==> config.mk <==
export PLATFORM = sky130hd
export DESIGN_NAME = trdb_trigger_unit
export DESIGN_NICKNAME = d
export VERILOG_FILES = /design/src/rtl/trdb_trigger_unit.sv
export SDC_FILE = /design/constraint.sdc
export NUM_CORES = 1
export LEC_CHECK = 0
export ABC_AREA = 0
export ABC_CLOCK_PERIOD_IN_PS = 4820
export CORE_AREA = 2 2 122 124
export DETAILED_ROUTE_END_ITERATION = 8
export DIE_AREA = 0 0 124 126
export PLACE_DENSITY = 0.71
export SETUP_SLACK_MARGIN = 0.4
export SLEW_MARGIN = 10
export SYNTH_ARGS = -nofsm -noshare
export SYNTH_HDL_FRONTEND = slang
export SYNTH_SLANG_ARGS = --single-unit
==> constraint.sdc <==
create_clock -name clk_i -period 4.82 [get_ports clk_i]
set_input_delay 1.205 -clock clk_i [delete_from_list [all_inputs] [get_ports clk_i]]
set_output_delay 1.205 -clock clk_i [all_outputs]
set_load 0.01 [all_outputs]
==> src/rtl/trdb_trigger_unit.sv <==
// Trace trigger unit: watches retired instructions and turns programmed
// start/stop conditions into the held on/off level requests for the trace register block.
module trdb_trigger_unit #(
  parameter int XLEN        = 32,
  parameter int CNT_W       = 16,
  parameter int HOLD_CYCLES = 2,
  parameter int FIRE_W      = 8
) (
  input  logic              clk_i,
  input  logic              rst_i,
  input  logic              cfg_valid_i,
  output logic              cfg_ready_o,
  input  logic [1:0]        cfg_mode_i,
  input  logic              cfg_oneshot_i,
  input  logic [XLEN-1:0]   cfg_start_addr_i,
  input  logic [XLEN-1:0]   cfg_stop_addr_i,
  input  logic [CNT_W-1:0]  cfg_count_i,
  input  logic              cfg_disarm_i,
  input  logic              iretire_i,
  input  logic [XLEN-1:0]   iaddr_i,
  output logic              trace_req_on_o,
  output logic              trace_req_off_o,
  output logic [1:0]        state_o,
  output logic [FIRE_W-1:0] fire_count_o
);

  typedef enum logic [1:0] {
    IDLE   = 2'd0,
    ARMED  = 2'd1,
    ACTIVE = 2'd2,
    DONE   = 2'd3
  } state_e;

  localparam logic [1:0] MODE_OFF    = 2'd0;
  localparam logic [1:0] MODE_WINDOW = 2'd1;
  localparam logic [1:0] MODE_COUNT  = 2'd2;

  localparam int HOLD_W = $clog2(HOLD_CYCLES + 1);
  localparam logic [HOLD_W-1:0] HOLD_RELOAD = HOLD_W'(HOLD_CYCLES - 1);

  state_e             state_reg, state_next;
  logic [1:0]         mode_reg;
  logic               oneshot_reg;
  logic [XLEN-1:0]    start_addr_reg;
  logic [XLEN-1:0]    stop_addr_reg;
  logic [CNT_W-1:0]   count_reg;
  logic [CNT_W-1:0]   remaining_reg, remaining_next;
  logic [FIRE_W-1:0]  fire_count_reg;
  logic [HOLD_W-1:0]  hold_reg;
  logic               on_reg;
  logic               off_reg;

  logic cfg_accept;
  logic on_event;
  logic off_event;
  logic fire_inc;
  logic start_hit;
  logic stop_hit;
  logic cfg_mode_arms;

  assign start_hit     = iretire_i && (iaddr_i == start_addr_reg);
  assign stop_hit      = iretire_i && (iaddr_i == stop_addr_reg);
  assign cfg_mode_arms = (cfg_mode_i == MODE_WINDOW) || (cfg_mode_i == MODE_COUNT);
  assign cfg_ready_o   = ((state_reg == IDLE) || (state_reg == DONE)) && !cfg_disarm_i;

  always_comb begin
    state_next     = state_reg;
    remaining_next = remaining_reg;
    cfg_accept     = 1'b0;
    on_event       = 1'b0;
    off_event      = 1'b0;
    fire_inc       = 1'b0;

    if (cfg_disarm_i) begin
      state_next = IDLE;
      off_event  = (state_reg == ACTIVE);
    end else begin
      case (state_reg)
        IDLE, DONE: begin
          if (cfg_valid_i) begin
            cfg_accept = 1'b1;
            state_next = cfg_mode_arms ? ARMED : IDLE;
          end
        end
        ARMED: begin
          if (start_hit) begin
            on_event       = 1'b1;
            fire_inc       = 1'b1;
            remaining_next = count_reg;
            state_next     = ACTIVE;
          end
        end
        ACTIVE: begin
          // Remaining of 0 or 1 both stop on this retire, so count=0 acts like count=1.
          if (mode_reg == MODE_COUNT && iretire_i) begin
            if (remaining_reg <= CNT_W'(1)) begin
              off_event      = 1'b1;
              remaining_next = '0;
            end else begin
              remaining_next = remaining_reg - CNT_W'(1);
            end
          end else if (mode_reg == MODE_WINDOW && stop_hit) begin
            off_event = 1'b1;
          end
          if (off_event) begin
            state_next = oneshot_reg ? DONE : ARMED;
          end
        end
        default: state_next = IDLE;
      endcase
    end
  end

  always_ff @(posedge clk_i or posedge rst_i) begin
    if (rst_i) begin
      state_reg      <= IDLE;
      mode_reg       <= MODE_OFF;
      oneshot_reg    <= 1'b0;
      start_addr_reg <= '0;
      stop_addr_reg  <= '0;
      count_reg      <= '0;
      remaining_reg  <= '0;
      fire_count_reg <= '0;
    end else begin
      state_reg     <= state_next;
      remaining_reg <= remaining_next;
      if (cfg_accept) begin
        mode_reg       <= cfg_mode_arms ? cfg_mode_i : MODE_OFF;
        oneshot_reg    <= cfg_oneshot_i;
        start_addr_reg <= cfg_start_addr_i;
        stop_addr_reg  <= cfg_stop_addr_i;
        count_reg      <= cfg_count_i;
      end
      if (fire_inc && (fire_count_reg != '1)) begin
        fire_count_reg <= fire_count_reg + FIRE_W'(1);
      end
    end
  end

  // A fresh event of either kind takes over the outputs and reloads the hold counter.
  always_ff @(posedge clk_i or posedge rst_i) begin
    if (rst_i) begin
      on_reg   <= 1'b0;
      off_reg  <= 1'b0;
      hold_reg <= '0;
    end else if (on_event) begin
      on_reg   <= 1'b1;
      off_reg  <= 1'b0;
      hold_reg <= HOLD_RELOAD;
    end else if (off_event) begin
      on_reg   <= 1'b0;
      off_reg  <= 1'b1;
      hold_reg <= HOLD_RELOAD;
    end else if (hold_reg != '0) begin
      hold_reg <= hold_reg - HOLD_W'(1);
    end else begin
      on_reg  <= 1'b0;
      off_reg <= 1'b0;
    end
  end

  assign trace_req_on_o  = on_reg;
  assign trace_req_off_o = off_reg;
  assign state_o         = state_reg;
  assign fire_count_o    = fire_count_reg;

endmodule

==> flow_metrics.env <==
export IMPL_synth_nets=594
export IMPL_async_reset_ff_share_pct=100
export IMPL_netlist_area_sq_mm=0.00562
export IMPL_coreArea_sq_mm=0.0143
export IMPL_critPathCaptureType="register"
export IMPL_ctsResizeCount=0
export IMPL_cts_setup_buffers=0
export IMPL_antenna_found_initial=0
export IMPL_hp_class="reg2reg"
export IMPL_insertion_delay_ns=0.41
export IMPL_vias=4036
export IMPL_fin_crit_ns=3.95
export IMPL_viasPerCell=5.07
export IMPL_power_density_mw_per_mm2=522
export IMPL_cp_start_kind="input port"
export IMPL_clock_path_buffers=2
export IMPL_cts_sinks=113
export IMPL_rsz0062_at_grt="false"
export IMPL_worstPathCellList="clkdlybuf4s50_1 > xnor2_1 > nand4_1 > or4_1 > or4_1 > o32ai_4 > o21ai_0 > a22o_1"
export IMPL_status="finished, final reports clean"
export IMPL_totalWireLength_microns=13000
export IMPL_wire_per_inst_microns=16.4
export IMPL_gp_congestion=0.816
export IMPL_h_tree_depth=4
export IMPL_cp_arrival_ns=4.24
export IMPL_vdd_drop_max_mv=0.308
export IMPL_grtUsageTotal_pct=17.8
export IMPL_drive_gt1_share_pct=19.9
export IMPL_stdcell_area_sq_mm=0.00770
export IMPL_drtAntennaViolNets=0
export IMPL_critical_path_class="in2reg"
export IMPL_synth_distinct_cells=44
export IMPL_crit_top_cell="or4_1"
export IMPL_grt_pass1_vias=4372
export IMPL_crit_slowest_cell="or4_1"
export IMPL_period_share_pct=82.0
export IMPL_cts_tree="done"
export IMPL_synthCells=466
export IMPL_synth_edff_count=0
export IMPL_die_y_microns=126
export IMPL_postSynthAreaPerCell_sq_um=12.1
export IMPL_final_setup_viol_count=0
export IMPL_drv_slew=0
export IMPL_path_max_fanout=27
export IMPL_cts_buffers=17
export IMPL_max_freq_mhz=253
export IMPL_final_setup_skew_ns=0.00723
export IMPL_dpl_hpwl_microns=9790
export IMPL_rows=44
export IMPL_root_buffer="clkbuf_16"
export IMPL_crit_buf_inv=1
export IMPL_total_power_uw=4020
export IMPL_drtIter0Drc=153
export IMPL_ys_seq_area_share_pct=50.4
export IMPL_drc=0
export IMPL_ctsHoldBuffers=0
export IMPL_cpPeakStageDelay_ns=0.59
export IMPL_grt_first_pass_wirelength_microns=21400
export IMPL_cap_viol_max_count=0
export IMPL_drtPass1Iterations=4
export IMPL_ys_flop_type="dfrtp_1"
export IMPL_die_w_microns=124
export IMPL_clk_pin_slew_ns=0.05
export IMPL_n_fill_cell=1229
export IMPL_antenna_cells=0
export IMPL_grt_ovfl_total=0
export IMPL_grt_max_degree=84
export IMPL_syn_to_final_growth_pct=37.1
export IMPL_synth_seq_cells=113
export IMPL_layout_commonest_cell="clkdlybuf4s50_1"
export IMPL_worstMarginPinSlew_ns=1.11
export IMPL_whs_ns=0.489
export IMPL_setup_tns_final_ns=0
export IMPL_dpl_worst_slack_ns=0.437
export IMPL_yosysWarnings=0
export IMPL_final_hold_viol_count=0
export IMPL_io_buffer_count=132
export IMPL_max_slew_margin_rel_pct=25.7
export IMPL_leakage_uw=0.00320
export IMPL_final_nets=730
export IMPL_timing_final_ws_setup_ns=0.867
export IMPL_start_util_pct=39.2
export IMPL_cp_required_ns=5.11
export IMPL_pin_count=133
export IMPL_r2r_slack_ns=1.72
export IMPL_path_delay_family="simple AND/OR/NAND/NOR gates"
export IMPL_dpl_cell_area_sq_mm=0.00712
export IMPL_dieArea_sq_mm=0.0156
export IMPL_layout_common_cells="clkdlybuf4s50_1, dfrtp_1, mux2_2"
[report_power, final]
| group | leakage (uW) | switching (uW) | total, uW | internal [uW] |
|---|---|---|---|---|
| Combinational | 0.00154 | 478 | 1170 | 696 |
| Sequential | 0.00138 | 270 | 1610 | 1340 |
| Clock | 0.000284 | 409 | 1230 | 818 |
| Total | 0.00320 | 1160 | 4020 | 2860 |
[cell usage after synthesis (all sizes together) (2+ instances only)]
cell      n  area, sq um
a22o     14          123
and2      3         18.8
and3      2         12.5
buf       4         28.8
clkbuf   14         52.6
dfrtp   113         2830
ha        8          100
inv      25         93.8
mux2     84          946
nand2    22         82.6
nand2b    5         31.3
nand3     5         25.0
nand3b    2         15.0
nand4    14         87.6
nor2      4         15.0
nor2b     2         12.5
nor3      9         45.0
nor3b     2         15.0
nor4     10         62.6
o21a      2         15.0
o21ai    18         93.8
o22ai     5         31.3
o32ai     6         71.3
o41ai     4         35.0
or2       3         18.8
or4       3         22.5
xnor2    43          377
xor2     29          254
[cell families after synthesis]
kind of cell             after synthesis  share of synthesized area, %
flip-flops                           113                          50.4
AND/OR/NAND/NOR                       89                          8.69
multiplexers                          84                          16.8
XOR/XNOR                              72                          11.2
AO/OA/AOI/OAI                         57                          7.98
buffers and inverters                 43                          3.12
adder cells (fa/ha/maj)                8                          1.78
[metrics by stage]
step	cells	utilization [%]
CTS	796	53.8
global route	796	53.8
global placement	767	49.7
detailed placement	767	49.7
finish	796	53.8
floorplan	466	-
[layer usage]
layer / wire length [microns] / track usage [%] / vias to the layer above
met5: 0 / 0 / -
met4: 199 / 5.62 / 0
met3: 1030 / 7.88 / 16
met2: 6750 / 30.1 / 108
met1: 5060 / 20.0 / 1980
li1: - / - / 1932
[final cells by class]
| type | instances | area (sq um) | share of cell area (%) |
|---|---|---|---|
| repair buffers | 135 | 1340 | 17.5 |
| inverters | 25 | 96.3 | 1.25 |
| multi-input cells | 310 | 2620 | 34.0 |
| clock buffers | 24 | 502 | 6.52 |
| flip-flops and latches | 113 | 2830 | 36.7 |
| well taps | 184 | 230 | 2.99 |
| clock inverters | 5 | 77.6 | 1.01 |
[worst paths after layout]
| path | start | cells past startpoint | endpoint |
|---|---|---|---|
| max | iaddr_i[2] | 8 | remaining_reg[8]$_DFFE_PP0P_ |
| min | fire_count_o[6]$_DFFE_PP0P_ | 1 | fire_count_o[6]$_DFFE_PP0P_ |
| max reg2reg | start_addr_reg[2]$_DFFE_PP0P_ | 7 | remaining_reg[8]$_DFFE_PP0P_ |
| min reg2reg | fire_count_o[6]$_DFFE_PP0P_ | 1 | fire_count_o[6]$_DFFE_PP0P_ |
| max in group asynchronous | rst_i | 3 | count_reg[5]$_DFFE_PP0P_ |
| min in group asynchronous | rst_i | 2 | start_addr_reg[22]$_DFFE_PP0P_ |
No activity file was read; power rests on OpenSTA's default activity.
